### src/rtl/vga_sync_rx.sv
// rtl/vga_sync_rx.sv - VGA sync receiver: line/frame measurement, lock FSM, active-pixel capture
// Optional frame CRC-16-CCITT over captured pixels when VGA_RX_CRC_EN is defined.
module vga_sync_rx #(
    parameter int CD          = 12,
    parameter int HT          = 800,
    parameter int VT          = 525,
    parameter int HACT_OFS    = 144,
    parameter int VACT_OFS    = 34,
    parameter int LOCK_FRAMES = 2,
    parameter int HACT        = 640,
    parameter int VACT        = 480
) (
    input  logic          clk,
    input  logic          reset_n,
    input  logic          pix_tick,
    input  logic          hsync,
    input  logic          vsync,
    input  logic [CD-1:0] rgb,
    output logic          pix_valid,
    output logic [10:0]   pix_x,
    output logic [10:0]   pix_y,
    output logic [CD-1:0] pix_rgb,
    output logic          locked,
    output logic          frame_start,
    output logic [10:0]   line_len,
    output logic [10:0]   frame_lines,
    output logic          err_hlen,
    output logic          err_vlen,
    input  logic          err_clr
`ifdef VGA_RX_CRC_EN
    ,
    output logic [15:0]   frame_crc,
    output logic          crc_valid
`endif
);

    localparam logic [10:0] HT_L    = 11'(HT);
    localparam logic [10:0] VT_L    = 11'(VT);
    localparam logic [10:0] H_LO    = 11'(HACT_OFS);
    localparam logic [10:0] H_HI    = 11'(HACT_OFS + HACT);
    localparam logic [10:0] V_LO    = 11'(VACT_OFS);
    localparam logic [10:0] V_HI    = 11'(VACT_OFS + VACT);
    localparam logic [10:0] CNT_MAX = 11'd2047;
    localparam logic [10:0] CNT_PRE = 11'd2046;
    localparam logic [7:0]  LOCK_N  = 8'(LOCK_FRAMES);

    typedef enum logic [1:0] {
        S_UNLOCK = 2'd0,
        S_TRACK  = 2'd1,
        S_LOCKED = 2'd2
    } state_t;

    state_t      state_q;
    logic [7:0]  good_q;
    logic        locked_q;

    logic        hs_q, hs_d, vs_q, vs_d;
    logic [10:0] hcnt_q, hcnt_d, vcnt_q, vcnt_d;
    logic [10:0] line_len_q, line_len_d, frame_lines_q, frame_lines_d;
    logic        frame_arm_q, frame_arm_d;
    logic        line_base_q, line_base_d, frame_base_q, frame_base_d;
    logic        frame_start_q, frame_start_d;
    logic        pix_valid_q, pix_valid_d;
    logic [10:0] pix_x_q, pix_x_d, pix_y_q, pix_y_d;
    logic [CD-1:0] pix_rgb_q, pix_rgb_d;
    logic        err_hlen_q, err_hlen_d, err_vlen_q, err_vlen_d;

    logic        hs_fall, arm_now, bad_line, bad_frame, bad_any, in_win;

    always_comb begin
        hs_d          = hs_q;
        vs_d          = vs_q;
        hcnt_d        = hcnt_q;
        vcnt_d        = vcnt_q;
        line_len_d    = line_len_q;
        frame_lines_d = frame_lines_q;
        frame_arm_d   = frame_arm_q;
        line_base_d   = line_base_q;
        frame_base_d  = frame_base_q;
        frame_start_d = 1'b0;
        pix_valid_d   = 1'b0;
        pix_x_d       = pix_x_q;
        pix_y_d       = pix_y_q;
        pix_rgb_d     = pix_rgb_q;
        err_hlen_d    = err_hlen_q;
        err_vlen_d    = err_vlen_q;
        bad_line      = 1'b0;
        bad_frame     = 1'b0;

        hs_fall = pix_tick & hs_q & ~hsync;
        // A vsync fall on the same tick as an hsync fall arms that very fall.
        arm_now = frame_arm_q | (pix_tick & vs_q & ~vsync);

        if (pix_tick) begin
            hs_d = hsync;
            vs_d = vsync;
            if (hs_fall) begin
                hcnt_d     = 11'd0;
                line_len_d = hcnt_q + 11'd1;
                bad_line   = line_base_q && (line_len_d != HT_L);
                frame_arm_d = 1'b0;
                if (arm_now) begin
                    vcnt_d        = 11'd0;
                    frame_lines_d = vcnt_q + 11'd1;
                    frame_start_d = 1'b1;
                    bad_frame     = frame_base_q && (frame_lines_d != VT_L);
                end else begin
                    if (vcnt_q != CNT_MAX) vcnt_d = vcnt_q + 11'd1;
                    bad_frame = (vcnt_q == CNT_PRE);
                end
            end else begin
                frame_arm_d = arm_now;
                if (hcnt_q != CNT_MAX) hcnt_d = hcnt_q + 11'd1;
                bad_line = (hcnt_q == CNT_PRE);
            end
        end

        bad_any = bad_line | bad_frame;

        // Any error restarts the baseline so the next measurement is not judged.
        if (bad_any) begin
            line_base_d  = 1'b0;
            frame_base_d = 1'b0;
        end else begin
            if (hs_fall)       line_base_d  = 1'b1;
            if (frame_start_d) frame_base_d = 1'b1;
        end

        in_win = (hcnt_d >= H_LO) && (hcnt_d < H_HI) && (vcnt_d >= V_LO) && (vcnt_d < V_HI);
        if (pix_tick && (state_q == S_LOCKED) && !bad_any && in_win) begin
            pix_valid_d = 1'b1;
            pix_x_d     = hcnt_d - H_LO;
            pix_y_d     = vcnt_d - V_LO;
            pix_rgb_d   = rgb;
        end

        if (bad_line)     err_hlen_d = 1'b1;
        else if (err_clr) err_hlen_d = 1'b0;
        if (bad_frame)    err_vlen_d = 1'b1;
        else if (err_clr) err_vlen_d = 1'b0;
    end

    always_ff @(posedge clk or negedge reset_n) begin
        if (!reset_n) begin
            hs_q          <= 1'b1;
            vs_q          <= 1'b1;
            hcnt_q        <= 11'd0;
            vcnt_q        <= 11'd0;
            line_len_q    <= 11'd0;
            frame_lines_q <= 11'd0;
            frame_arm_q   <= 1'b0;
            line_base_q   <= 1'b0;
            frame_base_q  <= 1'b0;
            frame_start_q <= 1'b0;
            pix_valid_q   <= 1'b0;
            pix_x_q       <= 11'd0;
            pix_y_q       <= 11'd0;
            pix_rgb_q     <= '0;
            err_hlen_q    <= 1'b0;
            err_vlen_q    <= 1'b0;
        end else begin
            hs_q          <= hs_d;
            vs_q          <= vs_d;
            hcnt_q        <= hcnt_d;
            vcnt_q        <= vcnt_d;
            line_len_q    <= line_len_d;
            frame_lines_q <= frame_lines_d;
            frame_arm_q   <= frame_arm_d;
            line_base_q   <= line_base_d;
            frame_base_q  <= frame_base_d;
            frame_start_q <= frame_start_d;
            pix_valid_q   <= pix_valid_d;
            pix_x_q       <= pix_x_d;
            pix_y_q       <= pix_y_d;
            pix_rgb_q     <= pix_rgb_d;
            err_hlen_q    <= err_hlen_d;
            err_vlen_q    <= err_vlen_d;
        end
    end

    always_ff @(posedge clk or negedge reset_n) begin
        if (!reset_n) begin
            state_q  <= S_UNLOCK;
            good_q   <= 8'd0;
            locked_q <= 1'b0;
        end else if (bad_any) begin
            state_q  <= S_UNLOCK;
            good_q   <= 8'd0;
            locked_q <= 1'b0;
        end else begin
            case (state_q)
                S_UNLOCK: begin
                    if (frame_start_d) begin
                        state_q <= S_TRACK;
                        good_q  <= 8'd0;
                    end
                end
                S_TRACK: begin
                    if (frame_start_d) begin
                        good_q <= good_q + 8'd1;
                        if (good_q + 8'd1 == LOCK_N) begin
                            state_q  <= S_LOCKED;
                            locked_q <= 1'b1;
                        end
                    end
                end
                S_LOCKED: begin
                    locked_q <= 1'b1;
                end
                default: begin
                    state_q  <= S_UNLOCK;
                    locked_q <= 1'b0;
                end
            endcase
        end
    end

    assign pix_valid   = pix_valid_q;
    assign pix_x       = pix_x_q;
    assign pix_y       = pix_y_q;
    assign pix_rgb     = pix_rgb_q;
    assign locked      = locked_q;
    assign frame_start = frame_start_q;
    assign line_len    = line_len_q;
    assign frame_lines = frame_lines_q;
    assign err_hlen    = err_hlen_q;
    assign err_vlen    = err_vlen_q;

`ifdef VGA_RX_CRC_EN
    function automatic logic [15:0] crc_step(input logic [15:0] c, input logic [CD-1:0] d);
        logic [15:0] r;
        r = c;
        for (int i = CD - 1; i >= 0; i--) begin
            r = {r[14:0], 1'b0} ^ ((r[15] ^ d[i]) ? 16'h1021 : 16'h0000);
        end
        return r;
    endfunction

    logic [15:0] crc_run_q, crc_run_d, crc_acc;
    logic [15:0] frame_crc_q, frame_crc_d;
    logic        crc_valid_q, crc_valid_d;

    // Latching on frame_start_d keeps crc_valid aligned with the frame_start pulse.
    always_comb begin
        crc_acc     = pix_valid_q ? crc_step(crc_run_q, pix_rgb_q) : crc_run_q;
        crc_run_d   = crc_acc;
        frame_crc_d = frame_crc_q;
        crc_valid_d = 1'b0;
        if (frame_start_d) begin
            frame_crc_d = crc_acc;
            crc_run_d   = 16'hFFFF;
            crc_valid_d = 1'b1;
        end
    end

    always_ff @(posedge clk or negedge reset_n) begin
        if (!reset_n) begin
            crc_run_q   <= 16'hFFFF;
            frame_crc_q <= 16'h0000;
            crc_valid_q <= 1'b0;
        end else begin
            crc_run_q   <= crc_run_d;
            frame_crc_q <= frame_crc_d;
            crc_valid_q <= crc_valid_d;
        end
    end

    assign frame_crc = frame_crc_q;
    assign crc_valid = crc_valid_q;
`endif

endmodule

### config.mk
export PLATFORM = sky130hd
export DESIGN_NAME = vga_sync_rx
export DESIGN_NICKNAME = d
export VERILOG_FILES = /design/src/rtl/vga_sync_rx.sv
export SDC_FILE = /design/constraint.sdc
export NUM_CORES = 1
export LEC_CHECK = 0
export ABC_AREA = 1
export CAP_MARGIN = 20
export CORE_ASPECT_RATIO = 0.8
export CORE_UTILIZATION = 45
export CTS_CLUSTER_SIZE = 8
export DETAILED_ROUTE_END_ITERATION = 6
export PLACE_DENSITY_LB_ADDON = 0.3
export RECOVER_POWER = 100
export SYNTH_ARGS = -nofsm -noshare
export SYNTH_HDL_FRONTEND = slang
export SYNTH_SLANG_ARGS = --single-unit
export TNS_END_PERCENT = 5
### constraint.sdc
create_clock -name clk -period 5.3 [get_ports clk]
set_input_delay 0.53 -clock clk [delete_from_list [all_inputs] [get_ports clk]]
set_output_delay 0.53 -clock clk [all_outputs]
set_load 0.02 [all_outputs]
==> impl_metrics.toml, run 1 <==
[layout]
layoutNonFillerInstCount = 952
nets = 831
areaGrowthSynthToFinish_pct = 20.1
drive_gt1_share_pct = 5.35
final_core_util_pct = 56.3
num_antenna_cells = 0

[timing]
post-route-period-util_pct = 84.5
max_freq_ghz = 0.223
hold_violations = 0
fin_ws_ps = 821
worst_pin_slew_ps = 2230
slew-limit-headroom_pct = -48.3
post-route-min-period_ps = 4480
finClkSkew_ps = 11.6
rsz0062_at_grt = "false"
tns_ps = 0
setup-violations-final = 0
maxSlewViolCount = 42

[die]
die-area_sq_mm = 0.0126
num_io_pins = 79
die_w_um = 125
fp.coreArea_sq_mm = 0.0117
rows = 35
die_h_um = 101
start_util_pct = 46.8

[route]
drtIter0Drc = 406
routed.top_layer = "met4"
wl_met2_um = 5710
routedWlPerCell_um = 14.0
drc = 5
avgViaCountPerCell = 5.21
met1Wirelength_um = 6700
vias = 4964
wl_um = 13400
ant_nets = 0
drtPass1Iterations = 7
wl_met3_um = 857

[global_route]
grt_pass1_vias = 4654
grt_usage_pct = 22.3
antenna_found_initial = 0
grt_max_degree = 59
grt_first_pass_wirelength_um = 22500
grt_overflow = 0

[setup_path]
worst_ep_required_time_ps = 5530
cp_slowest_cell = "dlygate4sd3_1"
path_delay_family = "simple AND/OR/NAND/NOR gates"
startpoint_type = "primary input"
cp.arrival_ps = 4710
critical_path_buf_inv_count = 3
cp_common_cell = "nand2_1"
end_kind = "flip-flop"
cp_max_fo = 35
worstPathCellList = "dlygate4sd3_1 > nand3_4 > inv_1 > nand2_1 > nand2_1 > nand3_1 > ha_1 > inv_1 > a21oi_1 > nand2_1 > nand2_1 > nand3_1 > nor2_1 > nor2_4 > nand3_4 > nand2_1 > nand2_1"
cp_slowest_stage_delay_ps = 850
worstSetupPathType = "primary input to flip-flop"

[synth]
synth_edf_count = 0
syn_area_per_cell_sq_um = 7.53
yosysUniqueCellTypes = 34
yosysWarnings = 0
synthArstFlopShare_pct = 100
netlist_area_sq_mm = 0.00548
syn-instance-count = 727
synth.net_count = 759
ys_ff_latch = 98
synth-main-ff-cell = "dfrtp_1"
yosysSeqAreaShare_pct = 44.8

[clocking]
cts_resized = 0
cts_tree = "built"
htreeDepth = 3
postCtsSetupRepairBufs = 0
clkTransAtPathRegs_ps = 70
clockBufferDepth = 2
cts.sinks = 98
cts-root-buf = "clkbuf_16"
cts.hold.buffers_added = 0
cts_buffers = 9
insertion_delay_ps = 340

[power]
p_leak_nw = 3.45
internal_power_mw = 1.80
clkPwrFrac_pct = 19.9
power.density_mw_per_mm2 = 474
p_seq_share_pct = 36.9
combPwrFrac_pct = 43.2
p_total_mw = 3.12
peakVddDrop_v = 0.000245
p_switching_mw = 1.32
switching_share_pct = 42.4

[place]
dp_hpwl_um = 9770
post-place-ws_ps = 667
placement.io_buffers = 78
gp_congestion = 0.909
placedCellCount = 936

[job]
max_cap_viol_count = 1

[run_status]
violations = "design-rule violations, max-capacitance violations, max-slew violations"
status = "complete, but fails checks"

[worst_hold_path]
min_path_type = "flip-flop to flip-flop"
-- final cells by class --
class	instances	area [sq um]
Timing Repair Buffer	82	795
Sequential cell	98	2450
Multi-Input combinational cell	526	2560
Clock buffer	11	233
Tap cell	148	185
Clock inverter	5	45.0
Fill cell	1099	5110
Inverter	82	308
-- cell usage after synthesis (2+ instances only) --
cell type | instances | area [sq um]
xnor2_1 | 3 | 26.3
nor2_4 | 5 | 56.3
dfstp_2 | 2 | 52.6
buf_2 | 11 | 55.1
nand4_1 | 44 | 275
dfrtp_1 | 96 | 2400
nand3_2 | 4 | 40.0
nand3b_1 | 6 | 45.0
a21oi_1 | 6 | 30.0
ha_1 | 14 | 175
nor2_1 | 56 | 210
inv_2 | 9 | 33.8
clkbuf_1 | 5 | 18.8
o21ai_0 | 33 | 165
buf_6 | 4 | 45.0
o22ai_1 | 2 | 12.5
xor2_1 | 7 | 61.3
o21ai_1 | 9 | 45.0
inv_1 | 73 | 274
nand3_1 | 56 | 280
nor2_2 | 5 | 31.3
nand3_4 | 3 | 52.6
a31oi_1 | 3 | 18.8
nand2_2 | 4 | 25.0
a21oi_2 | 2 | 17.5
nand2_1 | 257 | 965
-- cells by family (layout without fill, tap and decap cells) --
family          Yosys count  in the layout  synth area share (%)
compound gates           57             57                  5.64
xor+xnor                 10             10                  1.60
fa+ha+maj                14             14                  3.20
buf+inv                 103            180                  7.93
flops                    98             98                  44.8
simple gates            445            445                  36.8
-- state kept, by name, indices dropped and copies added (netlist names) --
name,cells
line_base_q,1
hcnt_q,11
frame_start,1
vcnt_q,11
pix_rgb,12
state_q,2
frame_base_q,1
hs_q,1
pix_x,11
frame_lines,11
vs_q,1
err_vlen,1
err_hlen,1
frame_arm_q,1
locked,1
pix_valid,1
line_len,11
pix_y,11
good_q,8
-- placed cells by master (no fill, tap or decap), drive strengths merged --
| cell | n |
|---|---|
| a21oi | 8 |
| a31oi | 3 |
| nor2 | 66 |
| o211ai | 1 |
| or2 | 1 |
| nand3 | 63 |
| clkinvlp | 1 |
| dlygate4sd3 | 62 |
| ha | 14 |
| dfstp | 2 |
| xnor2 | 3 |
| nor3 | 1 |
| and2 | 1 |
| clkdlybuf4s50 | 15 |
| o22ai | 2 |
| o21ai | 42 |
| inv | 86 |
| xor2 | 7 |
| buf | 1 |
| nor4 | 1 |
| nand3b | 6 |
| nand4 | 44 |
| clkbuf | 15 |
| nand2 | 262 |
| o21bai | 1 |
| dfrtp | 96 |
-- worst paths after layout --
kind | slack [ps] | endpoint | startpoint | depth (start not counted)
setup / recovery | 820 | pix_x[6] | pix_tick | 17
min in group asynchronous | 830 | frame_lines[0] | reset_n | 1
max in group asynchronous | 2140 | vcnt_q[10] | reset_n | 2
hold / removal | 470 | pix_rgb[11] | pix_rgb[11] | 2
setup reg to reg | 1270 | pix_x[6] | vcnt_q[0] | 17
hold reg to reg | 470 | pix_rgb[11] | pix_rgb[11] | 2
-- stage by stage --
step / area, sq um / hold slack, ps
after floorplan: 5480 / 234
after global placement: 6340 / 458
after detailed placement: 6340 / 462
after CTS: 6620 / 173
after global routing: 6580 / 494
final: 6580 / 470
-- routing by layer --
layer | vias up | GRT usage, %
li1 | 2485 | -
met1 | 2319 | 32.6
met2 | 150 | 33.8
met3 | 10 | 4.51
met4 | 0 | 5.35
met5 | - | 0
-- power groups by stage --
stage               registers [mW]  clock network, mW  logic [mW]
floorplan                     1.35                  0       0.660
global placement              1.16                  0        1.39
detailed placement            1.16                  0        1.41
CTS                           1.16              0.635        1.42
global route                  1.18              0.672        1.50
finish                        1.15              0.621        1.35
-- worst register-to-register path, stage by stage (launching register included) --
cell and delay, ps:
dfrtp_1 520, ha_1 360, nand2_2 140, nor2_4 210, nand3_4 160, nand2_1 290
nand2_1 100, nand3_1 190, ha_1 190, nand2_1 50, nor2_1 80, nand3_1 120
nor2_1 120, nor2_1 70, nor2_4 590, nand3_4 480, nand2_1 190, nand2_1 60
No activity file was read; power rests on OpenSTA's default activity.
==> run 2: changes to the inputs <==
==> constraint.sdc (replaced) <==
create_clock -name clk -period 3.8 [get_ports clk]
set_input_delay 0.38 -clock clk [delete_from_list [all_inputs] [get_ports clk]]
set_output_delay 0.38 -clock clk [all_outputs]
set_load 0.02 [all_outputs]
==> run 2 against run 1 <==
Compared with the run above: clock skew decreased by 4.2 ps; worst setup slack got worse by 440 ps; sequential share of layout area decreased by 0.25 points; critical path depth unchanged; the run still ends with design-rule violations, max-capacitance violations, max-slew violations left.
==> impl_metrics.toml, run 2 (synthesis results as in run 1) <==
[run_status]
status = "complete, but fails checks"
violations = "design-rule violations, max-capacitance violations, max-slew violations"

[route]
routed.top_layer = "met4"
vias = 4958
wl_met2_um = 5960
drtPass1Iterations = 7
met1Wirelength_um = 6710
avgViaCountPerCell = 5.17
drtIter0Drc = 369
wl_um = 13600
drc = 3
routedWlPerCell_um = 14.2
wl_met3_um = 824
ant_nets = 0

[global_route]
grt_overflow = 0
grt_pass1_vias = 4785
antenna_found_initial = 0
grt_first_pass_wirelength_um = 22900
grt_usage_pct = 22.8
grt_max_degree = 78

[die]
fp.coreArea_sq_mm = 0.0117
rows = 35
die_h_um = 101
start_util_pct = 46.8
die-area_sq_mm = 0.0126
num_io_pins = 79
die_w_um = 125

[layout]
final_common_cell = "nand2_1"
areaGrowthSynthToFinish_pct = 20.9
multiInputGateArea_sq_mm = 0.00257
num_antenna_cells = 0
final_core_util_pct = 56.6
seq_area_sq_mm = 0.00245
layoutNonFillerInstCount = 959
filler_cell_count = 1095
largest_register_ffs = 12
drive_gt1_share_pct = 6.04
layout_common_cells = "259 x nand2_1, 96 x dfrtp_1, 74 x inv_1, 62 x dlygate4sd3_1, 58 x nor2_1"
nets = 838

[place]
dp_hpwl_um = 9810
placement.io_buffers = 78
post-place-ws_ps = -9.36
placedCellCount = 941
gp_congestion = 0.923

[clocking]
clockBufferDepth = 2
insertion_delay_ps = 350
cts-root-buf = "clkbuf_16"
cts_buffers = 9
cts.hold.buffers_added = 0
clkTransAtPathRegs_ps = 70
htreeDepth = 3
cts.sinks = 98
cts_tree = "built"

[setup_path]
r2r-end = "pix_x[6]"
cp_max_fo = 18
cp.arrival_ps = 3660
worstSetupPathType = "flip-flop to flip-flop"
worst_ep_required_time_ps = 4040
startpoint_type = "flip-flop"
r2r_slack_ps = 380
worstRegToRegCells = 17
end_kind = "flip-flop"
regToRegStartpoint = "vcnt_q[0]"

[worst_hold_path]
min_from = "pix_rgb[11]"
min_to = "pix_rgb[11]"
whs_path_depth = 2
min_path_type = "flip-flop to flip-flop"

[timing]
maxSlewViolCount = 78
slew-limit-headroom_pct = -26.1
post-route-min-period_ps = 3420
rsz0062_at_grt = "false"
max_freq_ghz = 0.293
fin_ws_ps = 385
worst_pin_slew_ps = 1890
hold_violations = 0
post-route-period-util_pct = 89.9
setup-violations-final = 0
finClkSkew_ps = 7.43

[power]
power.density_mw_per_mm2 = 665
clkPwrFrac_pct = 20.0
combPwrFrac_pct = 43.5
switching_share_pct = 42.8
internal_power_mw = 2.52
p_leak_nw = 3.47
p_seq_share_pct = 36.4
p_switching_mw = 1.89
peakVddDrop_v = 0.000385

[job]
max_cap_viol_count = 1
## run 2: power by group through the flow
| stage | registers, mW | clock network (mW) | logic, mW |
|---|---|---|---|
| floorplan | 1.88 | 0 | 0.920 |
| global placement | 1.62 | 0 | 1.94 |
| detailed placement | 1.62 | 0 | 1.99 |
| CTS | 1.61 | 0.895 | 2.01 |
| global route | 1.65 | 0.946 | 2.12 |
| finish | 1.60 | 0.882 | 1.92 |
## run 2: worst max path at each step
| stage | endpoint | from |
|---|---|---|
| 2_1_floorplan | pix_y[1] | vcnt_q[0] |
| 3_3_place_gp | pix_y[0] | pix_tick |
| 3_5_place_dp | pix_x[6] | pix_tick |
| 4_1_cts | pix_x[6] | vcnt_q[0] |
| 5_1_grt | pix_rgb[5] | vcnt_q[0] |
| 6_report | pix_x[6] | vcnt_q[0] |
## run 2: layout make-up
type / instances / area share, %
well taps: 148 / 2.80
repair buffers: 87 / 12.4
flip-flops and latches: 98 / 37.1
inverters: 82 / 4.65
clock buffers: 10 / 3.46
multi-input cells: 528 / 38.9
clock inverters: 6 / 0.756
## run 2: timing repair
item | in CTS | in global routing
buffers inserted | 0 | 0
endpoints found under the setup margin | 1 | 34
gates resized for setup | 0 | 2
cloned | 1 | 1
pin swaps | 1 | 2
## run 2: layer usage
| metal | track usage [%] | vias up |
|---|---|---|
| met1 | 31.1 | 2324 |
| li1 | - | 2489 |
| met3 | 6.00 | 12 |
| met4 | 5.07 | 0 |
| met2 | 36.7 | 133 |
| met5 | 0 | - |
## run 2: worst max-delay path, cell delays in order, from the launching register on
cell and delay [ps]:
dfrtp_1 500, ha_2 310, nand2_2 100, nor2_4 190
nand3_4 170, nand3_1 110, nand3_1 180, ha_1 240
inv_1 90, a21oi_1 60, nand2_1 80, nand2_1 90
nand3_1 120, nor2_1 110, nor2_4 410, nand3_4 320
nand2_1 150, nand2_1 60
## run 2: per-stage QoR
stage	power, mW	setup TNS [ps]	hold slack [ps]	area (sq um)
global route	4.72	0	497	6620
finish	4.40	0	468	6620
floorplan	2.80	0	84.4	5480
detailed placement	3.61	-11.1	457	6380
global placement	3.57	0	457	6380
CTS	4.52	0	228	6670
==> run 3: changes to the inputs <==
--- a/config.mk
+++ b/config.mk
@@ -7,8 +7,10 @@
 export LEC_CHECK = 0
 export ABC_AREA = 1
 export CAP_MARGIN = 20
+export CELL_PAD_IN_SITES_DETAIL_PLACEMENT = 1
+export CELL_PAD_IN_SITES_GLOBAL_PLACEMENT = 1
 export CORE_ASPECT_RATIO = 0.8
-export CORE_UTILIZATION = 45
+export CORE_UTILIZATION = 36
 export CTS_CLUSTER_SIZE = 8
 export DETAILED_ROUTE_END_ITERATION = 6
 export PLACE_DENSITY_LB_ADDON = 0.3
==> run 3 against run 2 <==
Compared with the run above: the flow finishes with violations (max-capacitance violations, max-slew violations); cell count up 4.0%; sequential share of layout area shrank 0.55 points; first-iteration DRC count down 2.7%; wire length is 17% higher; largest cell class unchanged; global-route usage decreased by 1.5 points; via count up 3.2%; total power up 2.2%; register-to-register slack worse by 40 ps; maximum frequency decreased by 1.0%; non-clock buffer count increased by 3; hold slack better by 3.0 ps; critical endpoint is now pix_rgb[3]; clock skew down 1.2 ps.
==> impl_metrics.toml, run 3 (synthesis results as in run 1) <==
[setup_path]
worstSetupPathType = "flip-flop to flip-flop"
end_kind = "flip-flop"
cp.arrival_ps = 3690
worst_ep_required_time_ps = 4040
cp_common_cell = "nand2_1"
cp_max_fo = 18
cp_slowest_stage_delay_ps = 530
cp_slowest_cell = "dfrtp_1"
startpoint_type = "flip-flop"
worstPathCellList = "ha_2 > nand2_2 > nor2_4 > nand3_4 > nand3_1 > nand3_1 > ha_1 > inv_1 > a21oi_1 > nand2_1 > nand2_1 > nand3_1 > nor2_1 > nor2_4 > nand3_4 > nand2_1 > nand2_1"
r2r_slack_ps = 350

[timing]
finClkSkew_ps = 6.26
rsz0062_at_grt = "false"
worst_pin_slew_ps = 1740
post-route-period-util_pct = 90.8
maxSlewViolCount = 70
hold_violations = 0
tns_ps = 0
setup-violations-final = 0
max_freq_ghz = 0.290
slew-limit-headroom_pct = -15.7
hold_ws_ps = 471
post-route-min-period_ps = 3450

[die]
die_h_um = 112
start_util_pct = 37.7
die_w_um = 140
die-area_sq_mm = 0.0157
fp.coreArea_sq_mm = 0.0145
num_io_pins = 79
rows = 39

[route]
drtPass1Iterations = 4
avgViaCountPerCell = 5.13
routedWlPerCell_um = 16.0
ant_nets = 0
drc = 0
met1Wirelength_um = 7570
wl_met3_um = 941
routed.top_layer = "met4"
drtIter0Drc = 359
wl_met2_um = 7270
wl_um = 16000
vias = 5116

[power]
p_leak_nw = 3.49
power.density_mw_per_mm2 = 670
peakVddDrop_v = 0.000284

[clocking]
htreeDepth = 3
postCtsSetupRepairBufs = 0
insertion_delay_ps = 350
clockBufferDepth = 2
cts_buffers = 9
cts.sinks = 98
cts-root-buf = "clkbuf_16"
cts_tree = "built"
clkTransAtPathRegs_ps = 70

[global_route]
grt_first_pass_wirelength_um = 26600
grt_overflow = 0
grt_usage_pct = 21.3
grt_pass1_vias = 5412
grt_max_degree = 86
antenna_found_initial = 0

[job]
max_cap_viol_count = 1

[place]
placement.io_buffers = 78
dp_hpwl_um = 11900
gp_congestion = 0.870

[layout]
drive_gt1_share_pct = 6.27
final_common_cell = "nand2_1"
areaGrowthSynthToFinish_pct = 22.7
num_antenna_cells = 0
layout_common_cells = "259 x nand2_1, 96 x dfrtp_1, 76 x inv_1, 62 x dlygate4sd3_1, 58 x nor2_1"
nets = 840
largest_register_ffs = 12
filler_cell_count = 1834

[worst_hold_path]
min_path_type = "flip-flop to flip-flop"

[run_status]
status = "complete, but fails checks"
violations = "max-capacitance violations, max-slew violations"
==> run 3: metrics by stage <==
stage | setup WS, ps | area (sq um) | utilization [%] | power (mW) | instances
5_1_grt | 24.5 | 6720 | 46.2 | 4.82 | 997
2_1_floorplan | 1130 | 5480 | - | 2.80 | 727
3_3_place_gp | 379 | 6430 | 44.2 | 3.60 | 978
3_5_place_dp | 185 | 6430 | 44.2 | 3.68 | 978
6_report | 350 | 6720 | 46.2 | 4.50 | 997
4_1_cts | 222 | 6730 | 46.3 | 4.63 | 994
==> run 3: critical path: cells and delay by family, from the launching register on <==
family | cells | cell delay, ps
simple gates | 13 | 2060
fa+ha+maj | 2 | 580
compound gates | 1 | 70
flops | 1 | 530
buf+inv | 1 | 90
==> run 3: layer usage <==
metal,global-route usage (%),vias to the layer above
met5,0,-
met4,6.23,0
met3,6.10,17
met2,34.3,119
met1,28.0,2481
li1,-,2499
==> run 3: path summary, 6_finish.rpt <==
check / startpoint / end / cells past startpoint
max: vcnt_q[0] / pix_rgb[3] / 17
min: locked / locked / 2
max reg2reg: vcnt_q[0] / pix_rgb[3] / 17
min reg2reg: locked / locked / 2
max in group asynchronous: reset_n / vcnt_q[10] / 4
min in group asynchronous: reset_n / frame_lines[4] / 2
==> run 3: report_power, final <==
part / leakage [nW] / switching, mW / internal (mW)
clock: 0.142 / 0.412 / 0.509
sequential: 1.26 / 0.242 / 1.37
combinational: 2.09 / 1.27 / 0.699
total: 3.49 / 1.92 / 2.58
==> run 3: layout make-up <==
class	count	area [sq um]	share of cell area, %
clock buffer	9	225	3.35
clock inverter	7	68.8	1.02
inverter	82	308	4.58
multi-input combinational	527	2580	38.4
sequential	98	2450	36.5
tap	184	230	3.43
timing repair buffer	90	855	12.7
==> run 3: timing repair <==
item	4_1_cts	5_1_grt
hold buffers	0	1
hold endpoints to repair	0	16
gates resized for setup	0	3
setup endpoints to repair	0	34
